==> config.mk <==
export PLATFORM = sky130hd
export DESIGN_NAME = count_monitor
export DESIGN_NICKNAME = d
export VERILOG_FILES = /design/src/rtl/count_monitor_pkg.sv /design/src/rtl/sat_counter.sv /design/src/rtl/count_monitor.sv
export SDC_FILE = /design/constraint.sdc
export NUM_CORES = 1
export LEC_CHECK = 0
export BUFFER_PORTS_ARGS = -buffer_cell sky130_fd_sc_hd__buf_4
export CORE_ASPECT_RATIO = 0.8
export CORE_MARGIN = 10
export CORE_UTILIZATION = 55
export DETAILED_ROUTE_END_ITERATION = 8
export PLACE_DENSITY = 0.8
export SLEW_MARGIN = 20
export SYNTH_ARGS = -nofsm -noshare
export SYNTH_HDL_FRONTEND = slang
export SYNTH_HIERARCHICAL = 1
export SYNTH_SLANG_ARGS = --single-unit
==> constraint.sdc <==
create_clock -name clk -period 6.04 [get_ports clk]
set_clock_uncertainty 0.15 [all_clocks]
set_input_delay 0.302 -clock clk [delete_from_list [all_inputs] [get_ports clk]]
set_output_delay 0.302 -clock clk [all_outputs]
set_load 0.02 [all_outputs]
==> src/rtl/count_monitor_pkg.sv <==
// Shared state encoding for the count-stream sequence monitor.
package count_monitor_pkg;

  localparam int unsigned StateW = 2;

  localparam logic [StateW-1:0] ST_IDLE   = 2'b00;
  localparam logic [StateW-1:0] ST_SYNC   = 2'b01;
  localparam logic [StateW-1:0] ST_LOCKED = 2'b10;

  typedef enum logic [StateW-1:0] {
    StIdle   = ST_IDLE,
    StSync   = ST_SYNC,
    StLocked = ST_LOCKED,
    StBad    = 2'b11
  } state_e;

endpackage

==> src/rtl/sat_counter.sv <==
// Saturating up-counter with synchronous clear; holds at all-ones.
module sat_counter #(
  parameter int unsigned W = 8
) (
  input  logic         clk,
  input  logic         rst,
  input  logic         inc,
  input  logic         clr,
  output logic [W-1:0] cnt
);

  logic [W-1:0] cnt_q, cnt_d;

  always_comb begin
    cnt_d = cnt_q;
    if (clr) begin
      cnt_d = '0;
    end else if (inc && (cnt_q != {W{1'b1}})) begin
      cnt_d = cnt_q + W'(1);
    end
  end

  always_ff @(posedge clk or posedge rst) begin
    if (rst) begin
      cnt_q <= '0;
    end else begin
      cnt_q <= cnt_d;
    end
  end

  assign cnt = cnt_q;

endmodule

==> src/rtl/count_monitor.sv <==
// Locks onto a +1 count stream and reports skips, early restarts and wraps.
// Define COUNT_MONITOR_STICKY_ERR_EN to make err hold until clr or rst.
module count_monitor
  import count_monitor_pkg::*;
#(
  parameter int unsigned WIDTH  = 4,
  parameter int unsigned LOCK_N = 3,
  parameter int unsigned CNT_W  = 8
) (
  input  logic              clk,
  input  logic              rst,
  input  logic [WIDTH-1:0]  count_in,
  input  logic              count_vld,
  input  logic              clr,
  output logic              locked,
  output logic              err,
  output logic              restart,
  output logic              wrap,
  output logic [CNT_W-1:0]  err_cnt,
  output logic [CNT_W-1:0]  wrap_cnt,
  output logic [StateW-1:0] state
);

  localparam int unsigned MatchW = $clog2(LOCK_N + 1);
  localparam logic [MatchW-1:0] LockN = MatchW'(LOCK_N);

  state_e             state_q, state_d;
  logic [WIDTH-1:0]   exp_q, exp_d;
  logic [MatchW-1:0]  match_q, match_d, match_inc;
  logic [CNT_W-1:0]   wrap_cnt_q, wrap_cnt_d;
  logic               err_q, err_d;
  logic               restart_q, restart_d;
  logic               wrap_q, wrap_d;
  logic               err_evt;
  logic               err_clr;
  logic [WIDTH-1:0]   count_inc;

  assign match_inc = match_q + MatchW'(1);
  assign count_inc = count_in + WIDTH'(1);

  always_comb begin
    state_d    = state_q;
    exp_d      = exp_q;
    match_d    = match_q;
    wrap_cnt_d = wrap_cnt_q;
    restart_d  = 1'b0;
    wrap_d     = 1'b0;
    err_evt    = 1'b0;
    err_clr    = 1'b0;

    // clr wins over any sample presented in the same cycle
    if (clr) begin
      state_d    = StIdle;
      exp_d      = '0;
      match_d    = '0;
      wrap_cnt_d = '0;
      err_clr    = 1'b1;
    end else begin
      case (state_q)
        StIdle: begin
          if (count_vld) begin
            state_d = StSync;
            exp_d   = count_inc;
            match_d = '0;
          end
        end
        StSync: begin
          if (count_vld) begin
            if (count_in == exp_q) begin
              exp_d = count_inc;
              if (match_inc == LockN) begin
                state_d = StLocked;
                match_d = '0;
              end else begin
                match_d = match_inc;
              end
            end else begin
              match_d = '0;
              exp_d   = count_inc;
            end
          end
        end
        StLocked: begin
          if (count_vld) begin
            if (count_in == exp_q) begin
              exp_d = count_inc;
              if (count_in == '0) begin
                wrap_d     = 1'b1;
                wrap_cnt_d = wrap_cnt_q + CNT_W'(1);
              end
            end else if (count_in == '0) begin
              // observed counter was reset: resync without counting an error
              restart_d = 1'b1;
              state_d   = StSync;
              match_d   = '0;
              exp_d     = WIDTH'(1);
            end else begin
              err_evt = 1'b1;
              state_d = StSync;
              match_d = '0;
              exp_d   = count_inc;
            end
          end
        end
        default: begin
          state_d = StIdle;
          exp_d   = '0;
          match_d = '0;
        end
      endcase
    end

`ifdef COUNT_MONITOR_STICKY_ERR_EN
    err_d = ~err_clr & (err_q | err_evt);
`else
    err_d = err_evt;
`endif
  end

  always_ff @(posedge clk or posedge rst) begin
    if (rst) begin
      state_q    <= StIdle;
      exp_q      <= '0;
      match_q    <= '0;
      wrap_cnt_q <= '0;
      err_q      <= 1'b0;
      restart_q  <= 1'b0;
      wrap_q     <= 1'b0;
    end else begin
      state_q    <= state_d;
      exp_q      <= exp_d;
      match_q    <= match_d;
      wrap_cnt_q <= wrap_cnt_d;
      err_q      <= err_d;
      restart_q  <= restart_d;
      wrap_q     <= wrap_d;
    end
  end

  sat_counter #(
    .W (CNT_W)
  ) u_err_cnt (
    .clk (clk),
    .rst (rst),
    .inc (err_evt),
    .clr (err_clr),
    .cnt (err_cnt)
  );

  assign locked   = (state_q == StLocked);
  assign err      = err_q;
  assign restart  = restart_q;
  assign wrap     = wrap_q;
  assign wrap_cnt = wrap_cnt_q;
  assign state    = state_q;

endmodule

==> results of run 1 <==
-- through the flow --
step                      total power [mW]  std cells  hold WS, ns  utilization
final                               0.2907        220       0.1219       0.6622
after global routing                0.3077        220       0.1398       0.6622
after CTS                           0.2959        220       0.1020       0.6622
after detailed placement            0.2175        215       0.1387       0.6484
after global placement              0.2159        215       0.1337       0.6484
after floorplan                     0.2068        155     -0.03234            -
-- critical path: stages (launching register included) --
cell and delay (ns):
dfrtp_1 0.43, xor2_1 0.23, nor4_1 0.13, nor4b_1 0.81
nand4_1 0.35, a211oi_2 0.32, mux2_4 0.32
-- layout make-up --
cell class	instances	area, µm²	share of cell area
inverter	6	22.52	0.01249
clock inverter	1	5.005	0.002776
clock buffer	3	22.52	0.01249
timing repair buffer	30	227.7	0.1263
sequential	27	675.6	0.3747
multi-input combinational	115	802.0	0.4448
tap	38	47.55	0.02637
-- registers in the layout, summed over array words and instances, names as in the netlist --
register / count
restart: 1
wrap_cnt: 8
exp_q: 4
u_err_cnt/cnt: 8
match_q: 2
err: 1
wrap: 1
state: 2
-- metal layers --
metal	vias up	share of wire	global-route usage
li1	621	-	-
met1	616	0.45	0.1581
met2	32	0.47	0.2185
met3	2	0.068	0.04642
met4	0	0.0051	0.02679
met5	-	0	0
-- cell usage in the layout (no fill, tap or decap), types with 5 or more instances in the layout --
| master | count |
|---|---|
| buf_4 | 29 |
| nor2b_1 | 5 |
| a21oi_1 | 10 |
| dfrtp_1 | 27 |
| o21ai_0 | 7 |
| xor2_1 | 6 |
| nor2_1 | 8 |
| nand3_1 | 6 |
| nand2_1 | 9 |
| nand2b_1 | 6 |
| inv_1 | 6 |
-- power groups by stage --
stage	Sequential (mW)	Clock (mW)	Combinational [mW]
finish	0.186	0.0764	0.0286
global route	0.186	0.0891	0.0326
CTS	0.186	0.0811	0.0292
detailed placement	0.189	0	0.0286
global placement	0.189	0	0.0272
floorplan	0.189	0	0.0180
-- how the worst max path moves through the flow --
stage,to,start
finish,u_err_cnt/cnt[5],exp_q[3]
global route,u_err_cnt/cnt[5],exp_q[3]
CTS,u_err_cnt/cnt[5],exp_q[3]
detailed placement,u_err_cnt/cnt[5],count_in[0]
global placement,u_err_cnt/cnt[5],count_in[0]
floorplan,u_err_cnt/cnt[5],state[1]
-- synthesized netlist by cell type (3+ instances only) --
cell type | instances | area share
dfrtp_1 | 27 | 0.44
inv_1 | 6 | 0.015
or3_1 | 3 | 0.012
nand2b_1 | 6 | 0.024
nor2b_1 | 5 | 0.020
ha_1 | 4 | 0.032
nand2_1 | 9 | 0.022
xor2_1 | 6 | 0.034
or4_1 | 4 | 0.019
a21oi_1 | 10 | 0.032
o21ai_0 | 7 | 0.023
mux2_4 | 4 | 0.039
nor3_1 | 3 | 0.0097
clkbuf_1 | 5 | 0.012
o31ai_1 | 4 | 0.019
nand3_1 | 6 | 0.019
nand4_1 | 4 | 0.016
nor2_1 | 8 | 0.019
-- what timing repair did --
action | 4_1_cts | 5_1_grt
hold buffers | 1 | 0
endpoints found under the hold margin | 27 | 0
resized for setup | 0 | 0
-- logic make-up after synthesis --
| family | after synthesis |
|---|---|
| XOR/XNOR | 6 |
| AND/OR/NAND/NOR | 62 |
| adder cells (fa/ha/maj) | 4 |
| flip-flops | 27 |
| multiplexers | 7 |
| buffers and inverters | 13 |
| AO/OA/AOI/OAI | 36 |
==> metrics.yaml, run 1 <==
diodes: 0
netlist_instances: 155
ys_warn_count: 6
vias: 1271
power_frac_seq: 0.639
finalHoldViolations: 0
core-area_um2: 2723
p_int_uw: 218.3
start_kind: "register"
yosysUniqueCellTypes: 40
grt_max_degree: 27
powerDensity_nw_per_um2: 161.2
post_cts_buffers: 0
max_slew_margin: 0.3804
yosysSeqAreaShare: 0.4383
vias_per_cell: 5.777
syn_area_um2: 1541
r2r_start: "exp_q[3]"
cp.required_ns: 6.12
area_growth_pct: 16.96
stdcell_area_um2: 1803
drt_first_pass_iters: 4
fmax_mhz: 355.3
tightest_slew_ns: 0.9165
p_sw_frac: 0.2490
worstHoldEndpoint: "state[0]"
worst_skew_pair.late_latency_ns: 0.32
antenna_found_initial: 0
ys_seq_elements: 27
cap_viol_max_count: 0
drt_iter0_markers: 78
tns_ns: 0
synthArstFlopShare: 1.000
clockRootBuffer: "clkbuf_4"
die-height_um: 67.35
syn-num-nets: 167
wire_per_inst_um: 15.07
ys.flop_type: "dfrtp_1"
synthAdderAreaFrac: 0.03247
pin_count: 30
initial_core_util: 0.5662
detail-route-antenna-nets: 0
portBuffers: 29
path_class: "register to register"
drc: 0
power_frac_comb: 0.099
placed_area_um2: 1765
slew_violations: 0
synth-compound-area-share: 0.1583
numCtsBuffers: 3
rows: 17
rsz0062_at_grt: "false"
crit_fanout: 6
cts_tree: "built"
min_path_cells: 3
synth-simple-area-share: 0.2362
setup_viol: 0
die_w_um: 79.19
status: "finished clean"
fin_crit_ns: 2.815
r2r-end: "u_err_cnt/cnt[5]"
finalCritPeriodShare: 0.4660
dieArea_um2: 5333
cp.arrival_ns: 2.89
num-fill-cells: 255
fin_ws_ns: 3.225
muxShareOfSynthArea: 0.05925
place_ws_ns: 3.236
h-tree-depth: 1
path_clk_slew_ns: 0.14
nNetsFinal: 195
yosys.area_share.xor_xnor: 0.03409
avgSynthCellArea_um2: 9.945
track_usage: 0.1298
rrSetupSlack_ns: 3.23
clock_sinks: 27
hp-start: "count_vld"
p_clk_frac: 0.263
routed_wl_mm: 3.316
cts_buffer_depth: 2
grt_pass1_vias: 1209
synth_edf_count: 0
cp-end-kind: "register"
hp-class: "primary input to register"
gp_congestion: 0.8382
place_hpwl_mm: 2.568
switchingPower_uw: 72.37
peakVddDrop_mv: 0.1871
synth_top_family_by_area: "simple AND/OR/NAND/NOR gates"
overflow: 0
p_leak_nw: 0.8490
rr_worst_depth: 6
grt_pass1_wl_mm: 5.692
drive_gt1_frac: 0.2363
No activity file was read; power rests on OpenSTA's default activity.
==> run 2, diff against run 1 <==
Settings changed: CORE_UTILIZATION 55 to 54, PLACE_DENSITY 0.8 to 0.78.
Clock period 6.04 ns to 2.6 ns, I/O delays scaled along.
==> metrics.yaml, run 2 (synthesis results as in run 1) <==
drt_iter0_markers: 120  # +54%
place_hpwl_mm: 2.602  # +1.3%
dieArea_um2: 5405  # +1.3%
slowest_stage: "nor3b_1"
drt_first_pass_iters: 4  # unchanged
gp_congestion: 0.8538  # +1.9%
routed_wl_mm: 3.565  # +7.5%
setup_viol: 0  # unchanged
cp.arrival_ns: 2.51  # -0.38 ns
rrSetupSlack_ns: 0.34  # -2.89 ns
vias: 1336  # +5.1%
grt_pass1_vias: 1180  # -2.4%
path_clk_slew_ns: 0.15  # about the same
finalHoldViolations: 0  # unchanged
max_slew_margin: 0.5084  # +0.1280
peakVddDrop_mv: 0.4115  # +120%
cts_buffer_depth: 2  # unchanged
path_class: "primary input to register"
cts_tree: "built"
numCtsBuffers: 3  # unchanged
vias_per_cell: 5.912  # +2.3%
tightest_slew_ns: 0.7366  # -0.1799 ns
fin_crit_ns: 2.379
clock_sinks: 27  # unchanged
clockRootBuffer: "clkbuf_4"
drc: 0  # unchanged
num-fill-cells: 223  # -13%
finalCritPeriodShare: 0.9150
cp-end-kind: "register"
track_usage: 0.1389  # +0.009024
crit_fanout: 11  # +5
final_common_cell: "buf_4"
powerDensity_nw_per_um2: 370.5  # +130%
die_w_um: 79.74  # +0.69%
detail-route-antenna-nets: 0  # unchanged
grt_pass1_wl_mm: 5.927  # +4.1%
nNetsFinal: 201  # +3.1%
diodes: 0  # unchanged
die-height_um: 67.79  # +0.65%
cp_num_buf_inv: 2  # +2
slew_violations: 0  # unchanged
grtUsageMet2: 0.2117  # -0.006802
use_met1: 0.1815  # +0.02348
grt_max_degree: 27  # unchanged
met3_usage: 0.04642  # unchanged
crit_path_max_incr_delay_ns: 0.59  # -0.22 ns
cp.required_ns: 2.73  # -3.39 ns
h-tree-depth: 1  # unchanged
portBuffers: 29  # unchanged
rows: 17  # unchanged
rsz0062_at_grt: "false"
placed_area_um2: 1794  # +1.6%
grt.busiest_layer: "met2"
fmax_mhz: 420.3
core-area_um2: 2744  # +0.78%
crit_chain: "dlygate4sd3_1 > buf_4 > nor3b_1 > nand2_1 > or4_1 > a21oi_1"
status: "finished clean"
antenna_found_initial: 0  # unchanged
hp-class: "primary input to register"
post_cts_buffers: 0  # unchanged
wire_per_inst_um: 15.77  # +4.7%
drive_gt1_frac: 0.2500  # +0.01374
p_leak_nw: 0.8784  # +3.5%
stdcell_area_um2: 1862  # +3.3%
start_kind: "primary input"
tns_ns: 0  # unchanged
initial_core_util: 0.5618  # -0.004389
critPathTopFamily: "simple AND/OR/NAND/NOR gates"
cap_viol_max_count: 0  # unchanged
area_growth_pct: 20.78
worst_skew_pair.late_latency_ns: 0.34  # +0.02 ns
overflow: 0  # unchanged
pin_count: 30  # unchanged
layout_common_cells: "buf_4, dfrtp_1, a21oi_1"
[run 2: power breakdown]
| part | internal, mW | switching, mW |
|---|---|---|
| sequential | 0.425 | 0.00570 |
| combinational | 0.0281 | 0.0440 |
| clock | 0.0580 | 0.129 |
[run 2: per-layer routing]
| metal | wire length [µm] | vias to the layer above |
|---|---|---|
| li1 | - | 630 |
| met1 | 1601 | 664 |
| met2 | 1714 | 38 |
| met3 | 203 | 4 |
| met4 | 46 | 0 |
| met5 | 0 | - |
[run 2: stage by stage]
stage	hold slack, ns	setup WS (ns)	utilization	power (mW)	instances
floorplan	-0.2043	0.002782	-	0.4808	155
global placement	-0.04132	0.3578	0.6539	0.5029	218
detailed placement	-0.03216	0.2377	0.6539	0.5063	218
CTS	0.0008191	0.2456	0.6785	0.6966	226
global route	0.004834	0.1002	0.6785	0.7252	226
finish	0.005291	0.2209	0.6785	0.6898	226
[run 2: timing repair]
action,4_1_cts,5_1_grt
resized for setup,0,0
hold buffers,4,0
hold endpoints to repair,36,0
[run 2: cell type report]
class | count | area [µm²] | area share
clock buffers | 3 | 22.52 | 0.01210
clock inverters | 1 | 5.005 | 0.002688
inverters | 6 | 22.52 | 0.01210
multi-input cells | 115 | 808.3 | 0.4341
flip-flops and latches | 27 | 675.6 | 0.3629
well taps | 38 | 47.55 | 0.02554
repair buffers | 36 | 280.3 | 0.1505
[run 2: tightest hold or removal path: cells and delay by family]
family | cells | cell delay [ns]
AO/OA/AOI/OAI | 1 | 0.17
XOR/XNOR | 1 | 0.07
buffers and inverters | 1 | 0.11
[run 2: path summary, 6_finish.rpt]
kind	start	end	cells past startpoint
max	count_in[3]	wrap_cnt[3]	6
min	count_in[2]	exp_q[2]	3
max reg2reg	exp_q[3]	u_err_cnt/cnt[5]	7
min reg2reg	exp_q[0]	exp_q[0]	2
max in group asynchronous	rst	match_q[1]	3
min in group asynchronous	rst	u_err_cnt/cnt[3]	3
==> run 3, diff against run 2 <==
Settings changed: CORE_UTILIZATION 54 to 49, PLACE_DENSITY 0.78 to 0.75.
Clock period 2.6 ns to 1.9 ns, I/O delays scaled along.
==> metrics.yaml, run 3 (synthesis results as in run 1) <==
cp-end-kind: "register"
switchingPower_uw: 307.1  # +72%
fin_ws_ns: -0.2873  # -0.5082 ns
detail-route-antenna-nets: 0  # unchanged
powerDensity_nw_per_um2: 481.5  # +30%
dp.cells: 239  # +9.6%
place_hpwl_mm: 2.842  # +9.2%
track_usage: 0.1532  # +0.01435
finalHoldViolations: 0  # unchanged
rsz0062_at_grt: "true"
drt_iter0_markers: 79  # -34%
path_clk_slew_ns: 0.11  # -0.04 ns
stdcell_area_um2: 2327  # +25%
placed_area_um2: 1968  # +9.7%
rrSetupSlack_ns: -0.29  # -0.63 ns
wire_per_inst_um: 18.61  # +18%
rows: 18  # +1
grt_pass1_vias: 1471  # +25%
antenna_found_initial: 0  # unchanged
routed_wl_mm: 4.709  # +32%
max_slew_margin: 0.4927  # -0.01567
slew_violations: 0  # unchanged
peakVddDrop_mv: 0.3202  # -22%
gp_congestion: 0.8553  # +0.18%
cp_num_buf_inv: 0  # -2
p_sw_frac: 0.2741  # +0.01548
fin_util: 0.7598  # +0.08128
hp-start: "count_vld"
critPathTopFamily: "simple AND/OR/NAND/NOR gates"
vias_per_cell: 5.917  # about the same
start_kind: "register"
clock_sinks: 27  # unchanged
core-area_um2: 3063  # +12%
p_int_uw: 813.4  # +59%
worstHoldEndpoint: "state[1]"
crit_cells: 6  # unchanged
setup_viol: 22  # +22
cts_buffer_depth: 2  # unchanged
h-tree-depth: 1  # unchanged
crit_path_max_incr_delay_ns: 0.46  # -0.13 ns
violations: "setup timing"
cts_tree: "built"
tightest_slew_ns: 0.7601  # +0.02349 ns
fmax_mhz: 457.2
diodes: 0  # unchanged
hp-class: "primary input to register"
r2r-end: "u_err_cnt/cnt[5]"
die_w_um: 82.71  # +3.7%
fin_cells: 253  # +12%
multiInputGateArea_um2: 1046  # +29%
regArea_um2: 678.2  # +0.37%
pin_count: 30  # unchanged
rr_worst_depth: 6  # -1
overflow: 0  # unchanged
cp.arrival_ns: 2.21  # -0.30 ns
cp.required_ns: 1.93  # -0.80 ns
finalCritPeriodShare: 1.151
final_common_cell: "buf_4"
cap_viol_max_count: 0  # unchanged
crit_path_start: "exp_q[2]"
dieArea_um2: 5803  # +7.4%
p_leak_nw: 1.022  # +16%
worst_skew_pair.late_latency_ns: 0.28  # -0.06 ns
p_clk_frac: 0.305  # +0.034
crit_chain: "xor2_4 > nor4_4 > nor4b_4 > nand4_1 > a211oi_2 > mux2_4"
crit_fanout: 3  # -8
slowest_stage: "dfrtp_2"
r2r_start: "exp_q[2]"
initial_core_util: 0.5033  # -0.05852
drive_gt1_frac: 0.4883  # +0.2383
clockRootBuffer: "clkbuf_8"
drc: 0  # unchanged
grt_max_degree: 26  # -3.7%
layout_common_cells: "buf_4, dfrtp_1, nand2_1"
die-height_um: 70.17  # +3.5%
numCtsBuffers: 3  # unchanged
power_frac_seq: 0.527  # -0.098
path_class: "register to register"
grt_pass1_wl_mm: 7.224  # +22%
num-fill-cells: 197  # -12%
min_path_cells: 3  # unchanged
portBuffers: 29  # unchanged
status: "finished with violations"
holdWs_ns: 0.02172  # +0.01643 ns
drt_first_pass_iters: 4  # unchanged
area_growth_pct: 50.97
power_frac_comb: 0.168  # +0.064
fin_crit_ns: 2.187
total_power_mw: 1.120  # +62%
vias: 1497  # +12%
nNetsFinal: 226  # +12%
[run 3: cell types whose count changed in the layout (fill, tap and decap cells not counted), moves of 4 or more]
cell     change
a21oi_1      -6
a21oi_2      +6
buf_4       +19
buf_6        +7
o31ai_1      -4
xor2_1       -4
[run 3: per-stage QoR]
step / TNS, ns / setup WS [ns]
after floorplan: -0.4420 / -0.1930
after global placement: -0.7048 / -0.1779
after detailed placement: -1.665 / -0.2841
after CTS: -1.174 / -0.1528
after global routing: -3.865 / -0.3497
final: -2.468 / -0.2873
[run 3: cell type report]
cell class / instances / area share
clock inverters: 1 / 0.003226
repair buffers: 60 / 0.2070
inverters: 6 / 0.009677
clock buffers: 3 / 0.01774
flip-flops and latches: 27 / 0.2914
well taps: 40 / 0.02151
multi-input cells: 116 / 0.4495
[run 3: timing repair]
item                       in CTS  in global routing
setup buffers                   6                  1
pin swaps                      18                 10
hold buffers                    2                  0
hold endpoints to repair       28                  0
cloned                          1                  0
resized for setup              17                 28
setup endpoints to repair      19                 23
[run 3: metal layers]
layer	global-route usage	wire (µm)
met2	0.2491	2380
met5	0	0
met4	0.03896	97
met3	0.04092	300
met1	0.1930	1931
[run 3: worst max-delay path by stage]
stage | to
floorplan | u_err_cnt/cnt[5]
global placement | u_err_cnt/cnt[5]
detailed placement | u_err_cnt/cnt[5]
CTS | u_err_cnt/cnt[5]
global route | u_err_cnt/cnt[5]
finish | u_err_cnt/cnt[5]
[run 3: worst reg2reg max path: cells and delay by family, from the launching register on]
kind / cells / cell delay (ns)
AOI/OAI and AO/OA: 1 / 0.27
xor gates and xnor gates: 1 / 0.25
DFF: 1 / 0.46
muxes: 1 / 0.32
and+or+nand+nor: 3 / 0.66
[run 3: power groups by stage]
| stage | sequential (mW) | clock (mW) | combinational, mW |
|---|---|---|---|
| CTS | 0.589 | 0.348 | 0.162 |
| floorplan | 0.601 | 0 | 0.0636 |
| detailed placement | 0.599 | 0 | 0.122 |
| global placement | 0.598 | 0 | 0.118 |
| finish | 0.591 | 0.341 | 0.188 |
| global route | 0.591 | 0.373 | 0.200 |
